### src/rtl/riscv_ex_result_pipe.sv
// ----------------------------------------------------------------------------
// riscv_ex_result_pipe
//   Execute-to-writeback result stage. ALU results and decoder metadata are
//   captured into a 2-entry elastic buffer (head + skid) with valid/ready on
//   both sides. Conditional branches are resolved when accepted and produce a
//   registered one-cycle redirect pulse.
//
//   Optional feature: define RISCV_EX_PIPE_STALL_CNT_EN to add stall_cnt_o, a
//   saturating count of cycles with ex_valid_i & ~ex_ready_o.
//
// Ports
//   clk, rst_n            clock, asynchronous active-low reset
//   flush_i               drop all buffered entries and any same-cycle accept
//   ex_valid_i/ex_ready_o upstream handshake
//   alu_result_i          ALU result (XLEN)
//   cmp_result_i          ALU comparison result (branch taken when set)
//   rd_addr_i, rd_we_i    destination register and write request
//   is_branch_i           conditional branch marker
//   branch_target_i       precomputed branch target
//   wb_valid_o/wb_ready_i downstream handshake
//   wb_data_o, wb_rd_addr_o, wb_rd_we_o  head entry fields
//   branch_taken_o        one-cycle redirect pulse
//   branch_target_o       redirect PC, meaningful while branch_taken_o=1
//   stall_cnt_o           (optional) upstream stall cycle counter
// ----------------------------------------------------------------------------
module riscv_ex_result_pipe #(
    parameter int unsigned XLEN = 32
) (
    input  logic            clk,
    input  logic            rst_n,
    input  logic            flush_i,
    input  logic            ex_valid_i,
    output logic            ex_ready_o,
    input  logic [XLEN-1:0] alu_result_i,
    input  logic            cmp_result_i,
    input  logic [4:0]      rd_addr_i,
    input  logic            rd_we_i,
    input  logic            is_branch_i,
    input  logic [XLEN-1:0] branch_target_i,
    output logic            wb_valid_o,
    input  logic            wb_ready_i,
    output logic [XLEN-1:0] wb_data_o,
    output logic [4:0]      wb_rd_addr_o,
    output logic            wb_rd_we_o,
    output logic            branch_taken_o,
    output logic [XLEN-1:0] branch_target_o
`ifdef RISCV_EX_PIPE_STALL_CNT_EN
    ,
    output logic [31:0]     stall_cnt_o
`endif
);

    localparam int unsigned REG_W = 5;

    typedef struct packed {
        logic [XLEN-1:0]  data;
        logic [REG_W-1:0] rd_addr;
        logic             we;
    } entry_t;

    // Encoding equals buffer occupancy.
    typedef enum logic [1:0] {
        EMPTY = 2'd0,
        ONE   = 2'd1,
        FULL  = 2'd2
    } state_t;

    state_t          state_q, state_d;
    entry_t          head_q, head_d;
    entry_t          skid_q, skid_d;
    entry_t          in_entry;
    logic            ready_q;
    logic            valid_q;
    logic            taken_q, taken_d;
    logic [XLEN-1:0] target_q, target_d;
    logic            accept;
    logic            pop;

    // Handshake decode; ready/valid come from flops, so no ready-to-ready path.
    assign accept = ex_valid_i & ready_q & ~flush_i;
    assign pop    = valid_q & wb_ready_i;

    // Branches and x0 writes never reach the register file.
    assign in_entry.data    = alu_result_i;
    assign in_entry.rd_addr = rd_addr_i;
    assign in_entry.we      = rd_we_i & ~is_branch_i & (rd_addr_i != REG_W'(0));

    // Next-state, slot updates and branch pulse.
    always_comb begin
        state_d  = state_q;
        head_d   = head_q;
        skid_d   = skid_q;
        taken_d  = accept & is_branch_i & cmp_result_i;
        target_d = target_q;

        if (taken_d) begin
            target_d = branch_target_i;
        end

        if (flush_i) begin
            state_d = EMPTY;
        end else begin
            case (state_q)
                EMPTY: begin
                    if (accept) begin
                        state_d = ONE;
                        head_d  = in_entry;
                    end
                end
                ONE: begin
                    if (accept && !pop) begin
                        state_d = FULL;
                        skid_d  = in_entry;
                    end else if (accept && pop) begin
                        head_d  = in_entry;
                    end else if (pop) begin
                        state_d = EMPTY;
                    end
                end
                FULL: begin
                    if (pop) begin
                        state_d = ONE;
                        head_d  = skid_q;
                    end
                end
                default: begin
                    state_d = EMPTY;
                end
            endcase
        end
    end

    // State, slots and registered handshake/pulse outputs.
    always_ff @(posedge clk or negedge rst_n) begin
        if (!rst_n) begin
            state_q  <= EMPTY;
            head_q   <= '0;
            skid_q   <= '0;
            ready_q  <= 1'b1;
            valid_q  <= 1'b0;
            taken_q  <= 1'b0;
            target_q <= '0;
        end else begin
            state_q  <= state_d;
            head_q   <= head_d;
            skid_q   <= skid_d;
            ready_q  <= (state_d != FULL);
            valid_q  <= (state_d != EMPTY);
            taken_q  <= taken_d;
            target_q <= target_d;
        end
    end

    assign ex_ready_o      = ready_q;
    assign wb_valid_o      = valid_q;
    assign wb_data_o       = head_q.data;
    assign wb_rd_addr_o    = head_q.rd_addr;
    assign wb_rd_we_o      = head_q.we;
    assign branch_taken_o  = taken_q;
    assign branch_target_o = target_q;

`ifdef RISCV_EX_PIPE_STALL_CNT_EN
    localparam int unsigned STALL_W = 32;

    logic [STALL_W-1:0] stall_cnt_q;

    // Saturating upstream stall counter; flush does not touch it.
    always_ff @(posedge clk or negedge rst_n) begin
        if (!rst_n) begin
            stall_cnt_q <= '0;
        end else if (ex_valid_i && !ready_q && (stall_cnt_q != '1)) begin
            stall_cnt_q <= stall_cnt_q + STALL_W'(1);
        end
    end

    assign stall_cnt_o = stall_cnt_q;
`endif

endmodule

### config.mk
export PLATFORM = sky130hd
export DESIGN_NAME = riscv_ex_result_pipe
export DESIGN_NICKNAME = d
export VERILOG_FILES = /design/src/rtl/riscv_ex_result_pipe.sv
export SDC_FILE = /design/constraint.sdc
export NUM_CORES = 1
export LEC_CHECK = 0
export ABC_AREA = 1
export BUFFER_PORTS_ARGS = -buffer_cell sky130_fd_sc_hd__buf_2
export CAP_MARGIN = 20
export CORE_UTILIZATION = 55
export DETAILED_ROUTE_END_ITERATION = 10
export GPL_ROUTABILITY_DRIVEN = 0
export PLACE_DENSITY = 0.85
export SETUP_SLACK_MARGIN = 0.5
export SLEW_MARGIN = 20
export SYNTH_ARGS = -nofsm -noshare
export SYNTH_HDL_FRONTEND = slang
export SYNTH_SLANG_ARGS = --single-unit
### constraint.sdc
create_clock -name clk -period 3.25 [get_ports clk]
set_input_delay 0.325 -clock clk [delete_from_list [all_inputs] [get_ports clk]]
set_output_delay 0.325 -clock clk [all_outputs]
set_load 0.05 [all_outputs]
==> impl_metrics.ini <==
[timing]
timing.fmax_mhz = 417
setup_viol = 0
finalClockSkew_ps = 10.8
rsz0062_at_grt = no
worstMarginPinSlew_ps = 936
post-route-period-util = 0.739
period_needed_ps = 2400
fin_tns_setup_ps = 0
slew_viol_final = 0
hold_viol_final = 0
relSlewSlack = 0.374

[detailed_routing]
first_pass_iters = 5
wl_met2_um = 6010
final_antenna_net_count = 0
maxUsedRoutingLayer = met4
via_per_inst = 5.08
wl_per_cell_um = 14.1
drtIter0Drc = 229
dr_total_vias = 4358
wl_met1_um = 5140
drcViolationCount = 0
dr_wl_met3_um = 825
wl_um = 12100

[synthesis]
netlist_instances = 586
synth-simple-area-share = 0.266
synthMuxAreaShare = 0
synth-xor-area-share = 0
yosysSeqAreaShare = 0.572
syn_area_sq_um = 4950
yosys_warnings = 0
synth_ff_type = dfrtp_1
syn_area_per_cell_sq_um = 8.45
synth_compound_area_frac = 0.0804
synthAdderAreaFrac = 0
synth-edff-count = 0
ys_types = 23
syn_nets = 663
async_reset_ff_frac = 1.00
yosys_register_bits = 113
synth_top_family_by_area = simple AND/OR/NAND/NOR gates

[pwr]
p_per_area_nw_per_um2 = 914
p_sw_frac = 0.364
vdd_drop_max_uv = 580
combPwrFrac = 0.291
clkPwrFrac = 0.367
switchingPower_mw = 2.15
intPower_mw = 3.77
p_leak_nw = 3.59
seq_power_share = 0.342

[setup_path]
critical_path_arrival_ps = 2790
end_kind = flop
required_ps = 3630
critPathKind = reg -> reg
critPathLaunchType = flop
ff2ff_path_depth = 8
critPathMaxFanout = 40

[finish]
fillerInstances = 652
fin_cells = 858
antennaDiodeCount = 0
layout_common_cells = 241 x nand2_1, 148 x buf_2, 112 x dfrtp_1
nNetsFinal = 814
mostFrequentLayoutCell = nand2_1
area_growth_pct = 30.7
drive_gt1_frac = 0.275

[die]
io_pins = 150
die_area_sq_um = 9380
core_sq_um = 8720
rows = 34
die_height_um = 96.9
die_w_um = 96.9
start_util = 0.568

[cts]
cts_tree = yes
post-cts-setup-buffers = 0
cts_root_buf = clkbuf_8
clk_pin_slew_ps = 60
clockBufferDepth = 2
h-tree-depth = 4
cts_sinks = 113
clkLatencyLatePin_ps = 510
cts_buffers = 17

[global_route]
overflow = 0
grt_pass1_wl_um = 20700
antenna_found_initial = 0
grt_pass1_vias = 4522
grt_max_degree = 77
track_usage = 0.277

[run]
cap_violations = 0

[placement]
dpl.hpwl_um = 7640
place_inst = 814
io_buffers = 149

[outcome]
outcome = finished clean

[worst_hold_path]
hp-class = in -> reg
worstHoldPathCells = 3
through the flow:
step | utilization | worst slack, ps | total power [mW] | hold WS (ps) | cell area, sq um
5_1_grt | 0.742 | 655 | 6.19 | 3.25 | 6470
2_1_floorplan | - | 1520 | 3.29 | 29.4 | 4950
3_3_place_gp | 0.648 | 718 | 3.68 | 450 | 5660
6_report | 0.742 | 849 | 5.92 | 19.8 | 6470
4_1_cts | 0.741 | 563 | 5.95 | 2.19 | 6470
3_5_place_dp | 0.648 | 567 | 3.74 | 453 | 5660
path summary, 6_finish.rpt:
| path | from | to | slack (ps) |
|---|---|---|---|
| hold reg to reg | wb_data_o[18]$_DFFE_PN0P_ | wb_data_o[18]$_DFFE_PN0P_ | 460 |
| hold / removal | branch_target_i[24] | branch_target_o[24]$_DFFE_PN0P_ | 20 |
| max in group asynchronous | rst_n | ex_ready_o$_DFF_PN1_ | 1990 |
| setup / recovery | state_q[1]$_DFF_PN0_ | wb_data_o[20]$_DFFE_PN0P_ | 850 |
| min in group asynchronous | rst_n | wb_data_o[17]$_DFFE_PN0P_ | 460 |
| setup reg to reg | state_q[1]$_DFF_PN0_ | wb_data_o[20]$_DFFE_PN0P_ | 850 |
logic make-up (layout without fill, tap and decap cells):
kind of cell / count (synthesis) / in the layout
buffers and inverters: 81 / 245
AND/OR/NAND/NOR: 313 / 313
AO/OA/AOI/OAI: 79 / 79
flip-flops: 113 / 113
synth_stat cells (2+ instances only):
cell type,instances,share of area
nand2_1,241,0.18
dfrtp_1,112,0.57
o21ai_0,69,0.070
inv_1,45,0.034
nand3_1,42,0.042
nand2_2,11,0.014
nor2_1,11,0.0083
buf_2,10,0.010
clkbuf_1,9,0.0068
buf_4,7,0.011
a21oi_1,6,0.0061
buf_6,6,0.014
nor2_4,4,0.0091
o21ai_1,3,0.0030
nand3_2,2,0.0040
cell type report:
cell class                      instances  area, sq um  share of cell area
Clock buffer                           22          463              0.0715
Inverter                               47          179              0.0276
Sequential cell                       113         2830               0.437
Tap cell                              108          135              0.0209
Clock inverter                         10          228              0.0352
Timing Repair Buffer                  166          918               0.142
Multi-Input combinational cell        392         1720               0.266
registers in the layout, summed over array words and instances (netlist names):
signal and flops:
wb_data_o 32, wb_rd_we_o 1, wb_valid_o 1, state_q 2
wb_rd_addr_o 5, branch_target_o 32, branch_taken_o 1, ex_ready_o 1
skid_q 38
critical path, cell delays in order (launching register included):
cell and delay, ps:
dfrtp_1 440, inv_2 170, nor2_8 70, inv_4 80, nor2_4 40, nor2_4 730, nand2_4 460, nand2_1 200
nand2_1 70
what timing repair did:
| action | CTS | global route |
|---|---|---|
| hold buffers | 12 | 0 |
| endpoints found under the hold margin | 73 | 0 |
| gates resized for setup | 0 | 1 |
| endpoints found under the setup margin | 0 | 38 |
per-layer routing:
metal  global-route usage  vias up
li1                     -     2125
met1                0.349     2037
met2                0.458      180
met3               0.0809       16
met4               0.0953        0
met5                    0        -
power by group through the flow:
stage               Clock (mW)  Combinational [mW]  Sequential [mW]
CTS                       2.20                1.73             2.03
global placement             0                1.65             2.02
detailed placement           0                1.71             2.04
finish                    2.17                1.72             2.03
floorplan                    0               0.473             2.82
global route              2.27                1.85             2.07
No activity file was read; power rests on OpenSTA's default activity.
